`src/rtl/melody_pkg.sv`:
```
// Shared types and constants for the melody sequencer: note codes, tone divisors,
// ROM entry layout, the default melody and the sequencer state encoding.
package melody_pkg;

   typedef enum logic [3:0] {
      REST = 4'd0,
      DO1, RE1, MI1, FA1, SO1, LA1, SI1,
      DO2, RE2, MI2, FA2, SO2, LA2, SI2,
      DO3
   } note_e;

   // Full-period divisors for a 50 MHz clock (clock / pitch).
   localparam int unsigned DIV_DO1 = 382234;
   localparam int unsigned DIV_RE1 = 340136;
   localparam int unsigned DIV_MI1 = 303380;
   localparam int unsigned DIV_FA1 = 286352;
   localparam int unsigned DIV_SO1 = 255102;
   localparam int unsigned DIV_LA1 = 227273;
   localparam int unsigned DIV_SI1 = 202478;
   localparam int unsigned DIV_DO2 = 191110;
   localparam int unsigned DIV_RE2 = 170068;
   localparam int unsigned DIV_MI2 = 151690;
   localparam int unsigned DIV_FA2 = 143176;
   localparam int unsigned DIV_SO2 = 127551;
   localparam int unsigned DIV_LA2 = 113636;
   localparam int unsigned DIV_SI2 = 101239;
   localparam int unsigned DIV_DO3 = 95556;

   typedef struct packed {
      note_e      note;
      logic [3:0] dur;
   } rom_entry_t;

   localparam int MELODY_LEN = 16;

   // Bring-up tune; everything after the first end marker is also an end marker.
   localparam rom_entry_t MELODY [MELODY_LEN] = '{
      '{RE1,  4'd2}, '{REST, 4'd1}, '{MI1,  4'd1}, '{REST, 4'd0},
      '{REST, 4'd0}, '{REST, 4'd0}, '{REST, 4'd0}, '{REST, 4'd0},
      '{REST, 4'd0}, '{REST, 4'd0}, '{REST, 4'd0}, '{REST, 4'd0},
      '{REST, 4'd0}, '{REST, 4'd0}, '{REST, 4'd0}, '{REST, 4'd0}
   };

   typedef enum logic [2:0] {
      IDLE, LOAD, PLAY, GAP, DONE
   } state_e;

   function automatic logic [31:0] note_divisor(input note_e n);
      case (n)
         DO1:     return DIV_DO1;
         RE1:     return DIV_RE1;
         MI1:     return DIV_MI1;
         FA1:     return DIV_FA1;
         SO1:     return DIV_SO1;
         LA1:     return DIV_LA1;
         SI1:     return DIV_SI1;
         DO2:     return DIV_DO2;
         RE2:     return DIV_RE2;
         MI2:     return DIV_MI2;
         FA2:     return DIV_FA2;
         SO2:     return DIV_SO2;
         LA2:     return DIV_LA2;
         SI2:     return DIV_SI2;
         DO3:     return DIV_DO3;
         default: return 32'd0;
      endcase
   endfunction

endpackage

```
`src/rtl/melody_sequencer_tone.sv`:
```
// Programmable square-wave divider: counts 0..divisor-1 and drives the output
// high for the first divisor/2 counts; clear restarts the period, mute gates the pin.
module tone_gen
   import melody_pkg::*;
#(
   parameter int DIV_W = 28
) (
   input  logic             clock_in,
   input  logic             rst_n,
   input  logic [DIV_W-1:0] divisor,
   input  logic             clear,
   input  logic             mute,
   output logic             tone_out
);

   logic [DIV_W-1:0] count;
   logic             wrap;
   logic             high;

   always_comb begin
      wrap = (divisor == '0) || (count >= divisor - DIV_W'(1));
      high = (divisor > DIV_W'(1)) && (count < (divisor >> 1));
   end

   always_ff @(posedge clock_in or negedge rst_n) begin
      if (!rst_n) begin
         count    <= '0;
         tone_out <= 1'b0;
      end else begin
         tone_out <= high && !mute;
         if (clear || wrap) count <= '0;
         else               count <= count + DIV_W'(1);
      end
   end

endmodule

```
`src/rtl/melody_sequencer.sv`:
```
// Steps through the melody ROM, programming one shared tone divider per note,
// holding each note for dur tempo units followed by a muted gap.
module melody_sequencer
   import melody_pkg::*;
#(
   parameter int TEMPO_TICKS = 6_250_000,
   parameter int GAP_TICKS   = 500_000,
   parameter int NUM_NOTES   = 16,
   parameter int DIV_W       = 28
) (
   input  logic                         clock_in,
   input  logic                         rst_n,
   input  logic                         start,
   input  logic                         stop,
   input  logic                         loop_en,
   output logic                         tone_out,
   output logic [DIV_W-1:0]             divisor,
   output logic [$clog2(NUM_NOTES)-1:0] note_idx,
   output logic                         busy,
   output logic                         done
);

   localparam int IDX_W = $clog2(NUM_NOTES);
   localparam logic [IDX_W-1:0] LAST_IDX = IDX_W'(NUM_NOTES - 1);

   state_e           state, state_next;
   logic [IDX_W-1:0] idx_next;
   logic [31:0]      dur_cnt;
   logic [31:0]      play_ticks;
   rom_entry_t       entry;
   logic             at_end;
   logic             tone_clear;
   logic             tone_mute;

   always_comb begin
      entry      = (int'(note_idx) < MELODY_LEN) ? MELODY[note_idx] : '0;
      play_ticks = 32'(entry.dur) * 32'(TEMPO_TICKS);
   end

   always_comb begin
      state_next = state;
      idx_next   = note_idx;
      at_end     = 1'b0;
      if (stop) begin
         state_next = IDLE;
      end else begin
         case (state)
            IDLE: if (start) begin
               state_next = LOAD;
               idx_next   = '0;
            end
            LOAD: begin
               if (entry.dur == 4'd0) at_end = 1'b1;
               else                   state_next = PLAY;
            end
            PLAY: if (dur_cnt == '0) state_next = GAP;
            GAP: if (dur_cnt == '0) begin
               if (note_idx == LAST_IDX) begin
                  at_end = 1'b1;
               end else begin
                  idx_next   = note_idx + IDX_W'(1);
                  state_next = LOAD;
               end
            end
            DONE:    state_next = IDLE;
            default: state_next = IDLE;
         endcase
         if (at_end) begin
            if (loop_en) begin
               state_next = LOAD;
               idx_next   = '0;
            end else begin
               state_next = DONE;
            end
         end
      end
   end

   always_ff @(posedge clock_in or negedge rst_n) begin
      if (!rst_n) state <= IDLE;
      else        state <= state_next;
   end

   // Outputs are registered from the next state so they line up with it.
   always_ff @(posedge clock_in or negedge rst_n) begin
      if (!rst_n) begin
         note_idx <= '0;
         divisor  <= '0;
         dur_cnt  <= '0;
         busy     <= 1'b0;
         done     <= 1'b0;
      end else begin
         note_idx <= idx_next;
         busy     <= (state_next != IDLE);
         done     <= (state_next == DONE);
         if (state_next == IDLE || state_next == DONE)
            divisor <= '0;
         else if (state == LOAD && state_next == PLAY)
            divisor <= DIV_W'(note_divisor(entry.note));
         if (state_next == IDLE)
            dur_cnt <= '0;
         else if (state == LOAD && state_next == PLAY)
            dur_cnt <= play_ticks - 32'd1;
         else if (state == PLAY && state_next == GAP)
            dur_cnt <= 32'(GAP_TICKS) - 32'd1;
         else if (dur_cnt != '0)
            dur_cnt <= dur_cnt - 32'd1;
      end
   end

   // The tone only sounds on PLAY-to-PLAY cycles, so the first PLAY cycle
   // and every gap, stop and end cycle are silent.
   always_comb begin
      tone_clear = (state == LOAD);
      tone_mute  = !(state == PLAY && state_next == PLAY);
   end

   tone_gen #(.DIV_W(DIV_W)) u_tone (
      .clock_in (clock_in),
      .rst_n    (rst_n),
      .divisor  (divisor),
      .clear    (tone_clear),
      .mute     (tone_mute),
      .tone_out (tone_out)
   );

endmodule

```
`config.mk`:
```
export PLATFORM = sky130hd
export DESIGN_NAME = melody_sequencer
export DESIGN_NICKNAME = d
export VERILOG_FILES = /design/src/rtl/melody_pkg.sv /design/src/rtl/melody_sequencer_tone.sv /design/src/rtl/melody_sequencer.sv
export SDC_FILE = /design/constraint.sdc
export NUM_CORES = 1
export LEC_CHECK = 0
export BUFFER_PORTS_ARGS = -buffer_cell sky130_fd_sc_hd__buf_2
export CORE_ASPECT_RATIO = 1.75
export CORE_MARGIN = 8
export CORE_UTILIZATION = 48
export CTS_CLUSTER_SIZE = 24
export DETAILED_ROUTE_END_ITERATION = 16
export GPL_ROUTABILITY_DRIVEN = 0
export GPL_TIMING_DRIVEN = 0
export PLACE_DENSITY = 0.65
export RECOVER_POWER = 50
export SYNTH_ARGS = -nofsm -noshare
export SYNTH_HDL_FRONTEND = slang
export SYNTH_SLANG_ARGS = --single-unit
```
`constraint.sdc`:
```
create_clock -name clock_in -period 3.65 [get_ports clock_in]
set_input_delay 0.73 -clock clock_in [delete_from_list [all_inputs] [get_ports clock_in]]
set_output_delay 0.73 -clock clock_in [all_outputs]
set_load 0.02 [all_outputs]
```
# After elaboration in Yosys (flattened, before gate mapping)

Memory sizes are Yosys's and may differ from the RTL's.
Index checks and enable logic that the tools add are counted.

Input port bits: 5
ROM bits: 432
Register bits: 98
Memories: 2
Output and inout bits: 35
Logic and storage cells: 74

Memories:

| memory          | words | width | rd ports | clocked after Yosys merged registers in | write ports | line                   | text |
|---|---|---|---|---|---|---|---|
| (no name shown) | 16    | 19    | 1        | 0                                       | 0           | melody_pkg.sv:49       | `case (n)` |
| (no name shown) | 16    | 8     | 1        | 0                                       | 0           | melody_sequencer.sv:36 | `entry = (int'(note_idx) < MELODY_LEN) ? MELODY[note_idx] : '0;` |

Equal/unequal tests: 7
Magnitude comparators: 4
Bitwise logic cells: 1
Reductions and logical operators: 17
$mul: 1
Add/sub/neg operators: 5
Multiplexer cells: 29

Operator list:

| kind                                                                             | number |
|---|---|
| 32-bit two-way mux                                                               | 4 |
| 28-bit two-way mux                                                               | 3 |
| 32-bit logical NOT                                                               | 1 |
| 32-bit nonzero test                                                              | 1 |
| 32-bit by 1-bit subtractor with 32-bit output, second input constant             | 1 |
| 28-bit by 1-bit adder with 28-bit output, second input constant                  | 1 |
| 28-bit greater-or-equal comparator                                               | 1 |
| 28-bit by 1-bit greater-than comparator with 1-bit output, second input constant | 1 |
| 28-bit logical NOT                                                               | 1 |
| 28-bit by 27-bit less-than comparator with 1-bit output                          | 1 |
| 27-bit by 1-bit subtractor with 28-bit output, second input constant             | 1 |
| 28-bit by 1-bit subtractor with 28-bit output, second input constant             | 1 |
| 3-bit two-way mux                                                                | 8 |
| 4-bit by 19-bit multiplier with 23-bit output, second input constant             | 1 |
| 4-bit two-way mux                                                                | 5 |
| 8-bit two-way mux                                                                | 2 |
| 3-bit by 2-bit == test with 1-bit output, second input constant                  | 4 |
| 3-bit case mux with 4 select lines                                               | 1 |
| 4-bit case mux with 2 select lines                                               | 1 |
| 3-bit logical NOT                                                                | 2 |
| 5-bit greater-or-equal comparator, second input constant                         | 1 |
| 1-bit logical AND                                                                | 5 |
| 4-bit NOT with 5-bit output                                                      | 1 |
| 4-bit by 1-bit adder with 4-bit output, second input constant                    | 1 |
| 10 further kinds                                                                 | 15 |

# Longest topological paths before layout

Gate-level depths: netlist (run 1).

Depth in word-level cells: 15
Mapped depth: 15
Gate-level depth less buffers: 12

# Hierarchy

Synthesis (run 1) repeated with hierarchy kept, for this count alone.

Cell total of the unflattened synthesis: 697
Area total of the unflattened synthesis: 6,234.7 µm²

By module, submodules not included:

| module           | sequential area each (µm²) | area each (µm²) | cells an instance | instances |
|---|---|---|---|---|
| tone_gen         | 725.7                      | 3,243.1         | 372               | 1 |
| melody_sequencer | 1,201.2                    | 2,991.6         | 325               | 1 |

# Worst setup path before layout (run 1)

No wires, ideal clock.

Path kind: reg2reg
From: reg divisor[7]
To: reg u_tone.count[19]
Arrival time: 3,261 ps
Path buffers: 1
Library setup time: 132 ps
Data required time: 3,518 ps
Period minus slack after synthesis: 3,393 ps
Stages on the path, launching flop included: 13
Slack: 257 ps
Cell sequence: dfrtp_1 -> nor3_1 -> nand2_1 -> or4_1 -> a21boi_0 -> ha_1 -> nand4_1 -> nor3_1 -> nand4_1 -> a21oi_1 -> nand4b_1 -> clkbuf_1 -> nor2_1

Longest elaborated chain between the ends: 5
Elaborated cells on any way between the ends: 6
Classes of those cells: 1 x add/sub; 1 x order compare; 1 x mux; 3 x reduce/logical

RTL lines:

| what                                          | line                        | text |
|---|---|---|
| start: declaration                            | melody_sequencer.sv:17      | `output logic [DIV_W-1:0] divisor,` |
| start signal: assignment                      | melody_sequencer.sv:99      | `divisor <= DIV_W'(note_divisor(entry.note));` |
| 28-bit by 1-bit subtractor with 28-bit output | melody_sequencer_tone.sv:21 | `wrap = (divisor == '0) \|\| (count >= divisor - DIV_W'(1));` |
| 28-bit greater-or-equal comparator            | melody_sequencer_tone.sv:21 |  |
| 1-bit logical OR *                            | melody_sequencer_tone.sv:21 |  |
| 1-bit logical OR *                            | melody_sequencer_tone.sv:31 | `if (clear \|\| wrap) count <= '0;` |
| 28-bit two-way mux *                          | melody_sequencer_tone.sv:31 |  |
| end signal: assignment                        | melody_sequencer_tone.sv:32 | `else count <= count + DIV_W'(1);` |
| end: declaration                              | melody_sequencer_tone.sv:16 | `logic [DIV_W-1:0] count;` |

Mark *: on every way between the ends. The rest lies on a longest branch, timed or not.
A chain may end at the register's enable or synchronous reset.

# Final worst setup path (run 1)

From: reg divisor[15]
To: reg u_tone.count[13]

The elaborated chain is that of the path after synthesis.

==> impl_metrics.tcl, run 1 <==
set metrics [dict create \
    insertedDiodeCount 0 \
    crit_buf_inv 3 \
    synth_top_area_share_pct 35.56 \
    critPathLaunchType "register" \
    yosysSeqAreaShare_pct 35.56 \
    synth-async-reset-ratio_pct 100.0 \
    drc 0 \
    start_util_pct 48.81 \
    area_growth_pct 12.98 \
    startpoint "divisor[15]" \
    clk_latency_ns 0.34 \
    htree_levels 3 \
    synth_flop_cell "dfrtp_1" \
    crit_chain "clkbuf_1, nor3_2, nand2_1, or4_1, a21boi_0, ha_1, nand4_1, nor3_2, nand4_1, a21oi_1, nand4b_1, buf_4, clkbuf_2, nor2_1" \
    setup_ws_ns 0.2365 \
    top_usage_layer "met2" \
    ys_warn_count 0 \
    power.leakage_nw 2.928 \
    grt_pass1_wl_um 22430 \
    die_h_um 156.6 \
    place.detailed.hpwl_um 10200 \
    grt_util_met3_pct 3.549 \
    cts_tree "done" \
    use_met1_pct 19.45 \
    slowest_delay_ns 0.49 \
    ys_types 57 \
    synth_top_family_by_area "simple AND/OR/NAND/NOR gates" \
    clockBufferDepth 2 \
    synth_compound_area_share_pct 11.38 \
    cap_violations 1 \
    grt_pass1_vias 4644 \
    cpLargestDelayFamily "simple AND/OR/NAND/NOR gates" \
    nNetsFinal 725 \
    hp-start "dur_cnt[31]" \
    post-route-period-util_pct 93.52 \
    die_w_um 96.32 \
    outcome "finished, violations left" \
    design_area_sq_mm 0.006122 \
    r2r-start "divisor[15]" \
    dieArea_sq_mm 0.01508 \
    drv_slew 40 \
    synth_edf_count 0 \
    arrival_ns 3.63 \
    ios 40 \
    drtIter0Drc 179 \
    cts_root_buf "clkbuf_16" \
    period_needed_ns 3.414 \
    cts.sinks 77 \
    irDropWorstVdd_mv 0.5102 \
    cts_made_buffers 9 \
    yosys-top-cells-count "dfrtp_1, nor2_1, ha_1" \
    numPortBuffers 24 \
    failed_checks "capacitance limit, slew limit" \
    synthXorXnorAreaFrac_pct 9.374 \
    worst_clock_skew_ns 0.006432 \
    routed_wirelength_um 13230 \
    ys_seq_elements 77 \
    viasPerCell 5.575 \
    postPlaceCellArea_sq_mm 0.005776 \
    num_rows 51 \
    cp_data_required_time_ns 3.87 \
    total_power_mw 4.011 \
    hold_path_class "register to register" \
    p_per_area_mw_per_mm2 655.2 \
    grt_start_max_net_pins 40 \
    overflow 0 \
    avgRoutedWirePerCell_um 16.50 \
    hold_viol_final 0 \
    met2_usage_pct 35.74 \
    worst-path-max-fanout 10 \
    core_sq_mm 0.01110 \
    first_pass_iters 6 \
    detail-route-antenna-nets 0 \
    crit_type "register to register" \
    avgSynthCellArea_sq_um 8.854 \
    vias 4471 \
    synthSimpleGateAreaFrac_pct 23.87 \
    post-route-util_pct 55.14 \
    worst_path_max_delay_cell "or4_1" \
    relSlewSlack_pct -42.99 \
    rsz0062_at_grt "no" \
    synthCells 612 \
    muxShareOfSynthArea_pct 0.4156 \
    drive_gt1_share_pct 13.58 \
    pre_cts_slack_ns -0.8637 \
    worstMarginPinSlew_ns 2.145 \
    finalSetupViolCount 0 \
    antenna_found_initial 0 \
    clk_pin_slew_ns 0.06 \
    end_kind "register" \
    holdWs_ns 0.5442 \
    synth_fa_ha_area_share_pct 12.70 \
    clock.fmax_mhz 293.0 \
    synth_area_sq_mm 0.005419 \
    yosysTopAreaCell "dfrtp_1" \
    grt.total_usage_pct 19.03 \
    netlist_top_cells_area "dfrtp_1, ha_1, xnor2_1, nor2_1, xor2_1" \
]
-- cell usage in the layout, fill, tap and decap left out, types with 12 or more instances in the layout --
master     n
clkbuf_1  23
nor4_1    13
nand4_1   12
inv_1     26
dfrtp_1   76
nor3_1    24
a21oi_1   33
nand2_1   48
nand3_1   26
buf_2     16
xnor2_1   36
conb_1    14
o21ai_0   16
xor2_1    22
nor2_1    77
ha_1      55
buf_4     25
-- path summary, 6_finish.rpt --
kind                                    endpoint  slack (ns)  cells after the start
worst max-delay path            u_tone.count[13]        0.24                     14
worst min-delay path                 dur_cnt[31]        0.54                      2
worst max register to register  u_tone.count[13]        0.24                     14
worst min register to register       dur_cnt[31]        0.54                      2
max in group asynchronous            divisor[14]        0.66                      2
min in group asynchronous            dur_cnt[15]        1.01                      1
-- registers in the layout (all words and copies together), names as in the netlist --
| register | count |
|---|---|
| divisor | 7 |
| busy | 1 |
| u_tone.tone_out | 1 |
| note_idx | 4 |
| dur_cnt | 32 |
| state | 3 |
| done | 1 |
| u_tone.count | 28 |
-- worst register-to-register path, stage by stage, from the launching register on --
cell,delay (ns)
dfrtp_1,0.42
clkbuf_1,0.22
nor3_2,0.29
nand2_1,0.14
or4_1,0.49
a21boi_0,0.17
ha_1,0.31
nand4_1,0.12
nor3_2,0.28
nand4_1,0.13
a21oi_1,0.13
nand4b_1,0.12
buf_4,0.16
clkbuf_2,0.23
nor2_1,0.08
-- metal layers --
layer	vias to the layer above	wire (um)	share of wire, %
li1	2230	-	-
met1	2138	5018	38
met2	72	7459	56
met3	31	352	2.7
met4	0	403	3.0
met5	-	0	0
-- stage by stage --
step           setup TNS, ns  cells
6_report                   0    802
4_1_cts                    0    801
3_3_place_gp          -16.45    781
3_5_place_dp          -18.63    782
2_1_floorplan              0    625
5_1_grt                    0    802
-- power by group --
group | total [mW] | switching [mW] | internal (mW)
combinational | 1.98 | 1.17 | 0.802
sequential | 1.11 | 0.135 | 0.980
clock | 0.921 | 0.354 | 0.568
-- layout make-up --
| class | instances | area [sq um] |
|---|---|---|
| multi-input combinational | 480 | 3213 |
| tap | 132 | 165.2 |
| timing repair buffer | 29 | 142.6 |
| inverter | 27 | 101.3 |
| fill | 1049 | 4981 |
| sequential | 77 | 1928 |
| buffer | 41 | 267.8 |
| clock inverter | 3 | 43.79 |
| clock buffer | 13 | 260.3 |
-- what timing repair did --
action	4_1_cts	5_1_grt
setup buffers	3	1
cloned	0	0
gates resized for setup	8	7
pin swaps	1	2
setup endpoints to repair	28	28
hold buffers	0	0
-- kinds of logic (layout without fill, tap and decap cells) --
kind of cell / count (synthesis) / after routing
AO/OA/AOI/OAI: 95 / 95
XOR/XNOR: 58 / 58
adder cells (fa/ha/maj): 55 / 55
buffers and inverters: 68 / 113
flip-flops: 77 / 77
multiplexers: 2 / 2
other: 1 / 14
AND/OR/NAND/NOR: 256 / 256
No activity file was read; power rests on OpenSTA's default activity.
==> inputs of run 2 (changes only) <==
--- a/config.mk
+++ b/config.mk
@@ -13,7 +13,7 @@
 export DETAILED_ROUTE_END_ITERATION = 16
 export GPL_ROUTABILITY_DRIVEN = 0
 export GPL_TIMING_DRIVEN = 0
-export PLACE_DENSITY = 0.65
+export PLACE_DENSITY = 0.72
 export RECOVER_POWER = 50
 export SYNTH_ARGS = -nofsm -noshare
 export SYNTH_HDL_FRONTEND = slang
==> run 2 against run 1 <==
Net effect:
- the run now ends clean
- critical path depth is 1 higher
- clock-buffer cell count down 4
- final cell count fell by 0.25%
- design area shrank 0.45%
- critical path type unchanged
- critical endpoint is now u_tone.count[22]
- highest routed layer unchanged
==> impl_metrics.tcl, run 2 (synthesized netlist as in run 1, its figures left out) <==
set metrics [dict create \
    outcome "completed" \
    r2r.worst_path.cells 15 \
    first_pass_iters 4 \
    largest_register "dur_cnt" \
    cts_hold_buf 0 \
    layout_common_cells "nor2_1, dfrtp_1, ha_1" \
    avgRoutedWirePerCell_um 16.98 \
    antenna_found_initial 0 \
    irDropWorstVdd_mv 0.4924 \
    ios 40 \
    viasPerCell 5.761 \
    clk_pin_slew_ns 0.06 \
    overflow 0 \
    detail-route-antenna-nets 0 \
    clk_latency_ns 0.34 \
    insertedDiodeCount 0 \
    arrival_ns 3.75 \
    routed_wirelength_um 13590 \
    hold_viol_final 0 \
    end_kind "register" \
    crit_type "register to register" \
    nNetsFinal 723 \
    drive_gt1_share_pct 13.62 \
    vias 4609 \
    critPathLaunchType "register" \
    finalSetupViolCount 0 \
    p_per_area_mw_per_mm2 654.8 \
    post-route-period-util_pct 96.48 \
    min_delay_path_depth 1 \
    cp_data_required_time_ns 3.87 \
    grt.total_usage_pct 19.06 \
    postPlaceCellArea_sq_mm 0.005783 \
    holdWs_ns 0.5424 \
    cap_violations 0 \
    worstMarginPinSlew_ns 1.465 \
    p_clk_share_pct 22.4 \
    drtIter0Drc 147 \
    htree_levels 3 \
    worst_clock_skew_ns 0.006284 \
    layout_commonest_cell "nor2_1" \
    rsz0062_at_grt "no" \
    r2r_slack_ns 0.13 \
    grt_start_max_net_pins 59 \
    cts_made_buffers 9 \
    cts_tree "done" \
    fin_setup_tns_ns 0 \
    power.leakage_nw 2.913 \
    clockBufferDepth 2 \
    largest_register_ffs 32 \
    core_sq_mm 0.01110 \
    drv_slew 0 \
    start_util_pct 48.81 \
    hold_path_class "register to register" \
    area_growth_pct 12.47 \
    n_fill_cell 1055 \
    worst-path-max-fanout 10 \
    power_frac_seq_pct 28.0 \
    numPortBuffers 24 \
    grt_pass1_wl_um 22640 \
    reg_top3 "dur_cnt x32, u_tone.count x28, divisor x7" \
    die_w_um 96.32 \
    cts.sinks 77 \
    netSwitchingFraction_pct 42.47 \
    drc 0 \
    die_h_um 156.6 \
    dieArea_sq_mm 0.01508 \
    grt_pass1_vias 4813 \
    period_needed_ns 3.522 \
    place.detailed.hpwl_um 10290 \
    power.net_switching_mw 1.695 \
    place_inst 782 \
    final_cells 800 \
    combPwrFrac_pct 49.5 \
    p_int_mw 2.296 \
    num_rows 51 \
    relSlewSlack_pct 2.366 \
    clock.fmax_mhz 284.0 \
    cts_root_buf "clkbuf_16" \
    design_area_sq_mm 0.006095 \
]
[run 2: through the flow]
stage / power (mW) / utilization (%) / setup WS, ns
6_report: 3.991 / 54.89 / 0.1284
5_1_grt: 4.271 / 54.89 / 0.02440
3_3_place_gp: 2.963 / 51.81 / -0.7623
3_5_place_dp: 3.039 / 52.08 / -0.9148
4_1_cts: 3.997 / 55.12 / 0.01267
2_1_floorplan: 2.578 / - / 0.2571
[run 2: worst max-delay path, stage by stage, from the launching register on]
cell	delay (ns)
dfrtp_2	0.49
clkbuf_2	0.23
inv_2	0.14
ha_1	0.21
nor3b_2	0.22
clkbuf_4	0.25
nand3_1	0.09
ha_1	0.31
nand4_1	0.20
nor3_2	0.32
nand4_1	0.14
a21oi_1	0.16
nand4b_1	0.15
buf_4	0.15
buf_2	0.26
nor2_1	0.08
[run 2: worst paths after layout]
check                                 from               end
setup reg to reg               divisor[14]  u_tone.count[22]
hold / removal             u_tone.count[0]   u_tone.count[0]
setup / recovery               divisor[14]  u_tone.count[22]
max in group asynchronous            rst_n       divisor[14]
min in group asynchronous            rst_n       dur_cnt[17]
hold reg to reg            u_tone.count[0]   u_tone.count[0]
[run 2: cell type report]
| class | count | area (sq um) | share of cell area, % |
|---|---|---|---|
| inverter | 27 | 101.3 | 1.663 |
| tap | 132 | 165.2 | 2.710 |
| multi-input combinational | 480 | 3213 | 52.72 |
| sequential | 77 | 1928 | 31.64 |
| buffer | 40 | 260.3 | 4.270 |
| clock buffer | 9 | 225.2 | 3.695 |
| timing repair buffer | 28 | 135.1 | 2.217 |
| clock inverter | 7 | 66.31 | 1.088 |
[run 2: power groups by stage]
| stage | Clock (mW) | Sequential, mW | Combinational [mW] |
|---|---|---|---|
| 6_report | 0.895 | 1.12 | 1.98 |
| 5_1_grt | 0.939 | 1.14 | 2.19 |
| 3_3_place_gp | 0 | 1.12 | 1.84 |
| 3_5_place_dp | 0 | 1.13 | 1.91 |
| 2_1_floorplan | 0 | 1.11 | 1.47 |
| 4_1_cts | 0.907 | 1.11 | 1.97 |
[run 2: repair_timing]
action,CTS,global route
resized for setup,8,5
pin swaps,1,0
setup buffers,3,0
setup endpoints to repair,28,13
[run 2: routing by layer]
metal / vias to the layer above / track usage [%] / wire, um
met2: 111 / 34.76 / 7415
li1: 2212 / - / -
met5: - / 0 / 0
met3: 51 / 3.022 / 390
met1: 2235 / 19.08 / 5068
met4: 0 / 12.05 / 713
==> inputs of run 3 (changes only) <==
==> constraint.sdc (replaced) <==
create_clock -name clock_in -period 3.4 [get_ports clock_in]
set_input_delay 0.68 -clock clock_in [delete_from_list [all_inputs] [get_ports clock_in]]
set_output_delay 0.68 -clock clock_in [all_outputs]
set_load 0.02 [all_outputs]
==> run 3 against run 2 <==
Net effect:
- sequential cell count unchanged
- global-route usage rose by 0.10 points
- highest routed layer unchanged
- critical path type unchanged
- critical endpoint unchanged
- largest power group unchanged
- die area unchanged
- clock power up 7.5%
- via count fell by 0.76%
- clock skew barely moved
- routed wire length increased by 0.29%
==> impl_metrics.tcl, run 3 (synthesized netlist as in run 1, its figures left out) <==
set metrics [dict create \
    outcome "completed" \
    fin_setup_tns_ns 0 \
    critPathLaunchType "register" \
    r2r.worst_path.cells 15 \
    clockBufferDepth 2 \
    drv_slew 0 \
    cts_hold_buf 0 \
    layout_commonest_cell "nor2_1" \
    worst-path-stages 15 \
    arrival_ns 3.58 \
    vias 4574 \
    reg_top3 "dur_cnt x32, u_tone.count x28, divisor x7" \
    largest_register "dur_cnt" \
    cpLargestDelayFamily "buffers and inverters" \
    nNetsFinal 728 \
    end_kind "register" \
    grt_pass1_wl_um 22770 \
    avgRoutedWirePerCell_um 16.93 \
    cts_made_buffers 9 \
    cts_tree "done" \
    clk_latency_ns 0.35 \
    hold_path_class "input pin to asynchronous set/reset pin" \
    p_per_area_mw_per_mm2 703.8 \
    worst-path-max-fanout 10 \
    worst_path_max_delay_cell "dfrtp_2" \
    start_util_pct 48.81 \
    crit_chain "clkbuf_4, inv_2, ha_2, nor3b_4, clkbuf_8, nand2_1, ha_1, a21o_1, a21o_1, a21o_1, a211oi_2, nand4b_1, buf_4, clkbuf_4, nor2_1" \
    relSlewSlack_pct 1.339 \
    largest_register_ffs 32 \
    power.leakage_nw 2.954 \
    grt_pass1_vias 4833 \
    place_inst 782 \
    core_sq_mm 0.01110 \
    routed_wirelength_um 13630 \
    detail-route-antenna-nets 0 \
    r2r-start "divisor[14]" \
    insertedDiodeCount 0 \
    drc 0 \
    irDropWorstVdd_mv 0.5304 \
    cts_root_buf "clkbuf_16" \
    first_pass_iters 4 \
    slowest_delay_ns 0.44 \
    crit_buf_inv 5 \
    worst_clock_skew_ns 0.006418 \
    r2r_slack_ns 0.09 \
    post-route-period-util_pct 97.31 \
    dieArea_sq_mm 0.01508 \
    die_w_um 96.32 \
    clk_pin_slew_ns 0.06 \
    worstMarginPinSlew_ns 1.480 \
    place.detailed.hpwl_um 10290 \
    num_rows 51 \
    drive_gt1_share_pct 14.71 \
    viasPerCell 5.682 \
    period_needed_ns 3.309 \
    crit_top_cell "a21o_1" \
    overflow 0 \
    cap_violations 0 \
    startpoint "divisor[14]" \
    final_cells 805 \
    clock.fmax_mhz 302.2 \
    ios 40 \
    hold_viol_final 0 \
    area_growth_pct 13.62 \
    drtIter0Drc 160 \
    cts.sinks 77 \
    crit_type "register to register" \
    r2r-end "u_tone.count[22]" \
    numPortBuffers 24 \
    grt_start_max_net_pins 59 \
    die_h_um 156.6 \
    grt.total_usage_pct 19.16 \
    antenna_found_initial 0 \
    finalSetupViolCount 0 \
    cp_data_required_time_ns 3.67 \
    endpoint "u_tone.count[22]" \
    htree_levels 3 \
    layout_common_cells "nor2_1, dfrtp_1, ha_1" \
]
[run 3: changes by cell type in the layout (fill, tap and decap cells not counted), sizes merged]
cell / change
clkbuf: -1
buf: +6
[run 3: how the worst min path moves through the flow]
| stage | depth (start not counted) | to | slack [ns] |
|---|---|---|---|
| final | 1 | dur_cnt[17] | 0.51 |
| after detailed placement | 1 | u_tone.count[0] | 0.54 |
| after global placement | 2 | dur_cnt[31] | 0.52 |
| after CTS | 1 | dur_cnt[0] | 0.22 |
| after floorplan | 0 | busy | 0.38 |
| after global routing | 2 | done | 0.56 |
[run 3: per-stage QoR]
stage | util, % | setup WS [ns] | cell area (sq um) | total power, mW | hold WS [ns]
finish | 55.45 | 0.09139 | 6157 | 4.334 | 0.5111
global route | 55.45 | -0.005489 | 6157 | 4.641 | 0.5636
CTS | 55.57 | 0.01446 | 6170 | 4.316 | 0.2237
detailed placement | 52.08 | -1.165 | 5783 | 3.262 | 0.5373
global placement | 51.81 | -1.012 | 5753 | 3.181 | 0.5232
floorplan | - | 0.007107 | 5468 | 2.768 | 0.3844
[run 3: final cells by class]
class | count | area (sq um)
Sequential cell | 77 | 1928
Fill cell | 1040 | 4946
Tap cell | 132 | 165.2
Clock inverter | 7 | 66.31
Clock buffer | 9 | 225.2
Buffer | 39 | 267.8
Inverter | 27 | 101.3
Multi-Input combinational cell | 480 | 3222
Timing Repair Buffer | 34 | 181.4
[run 3: power by group]
part	internal, mW	switching [mW]
clock network	0.564	0.397
logic	0.888	1.28
registers	1.05	0.150
total	2.50	1.83
[run 3: per-layer routing]
| layer | GRT usage [%] | vias to the layer above | part of all wire [%] |
|---|---|---|---|
| li1 | - | 2224 | - |
| met1 | 19.26 | 2223 | 37 |
| met2 | 35.15 | 92 | 56 |
| met3 | 2.974 | 35 | 3.2 |
| met4 | 11.54 | 0 | 3.7 |
| met5 | 0 | - | 0 |
[run 3: repair_timing]
item                                    4_1_cts  5_1_grt
endpoints found under the setup margin       28       29
buffers inserted                              5        4
gates resized for setup                      17        1
endpoints found under the hold margin         0        0
pin swaps                                     2        4
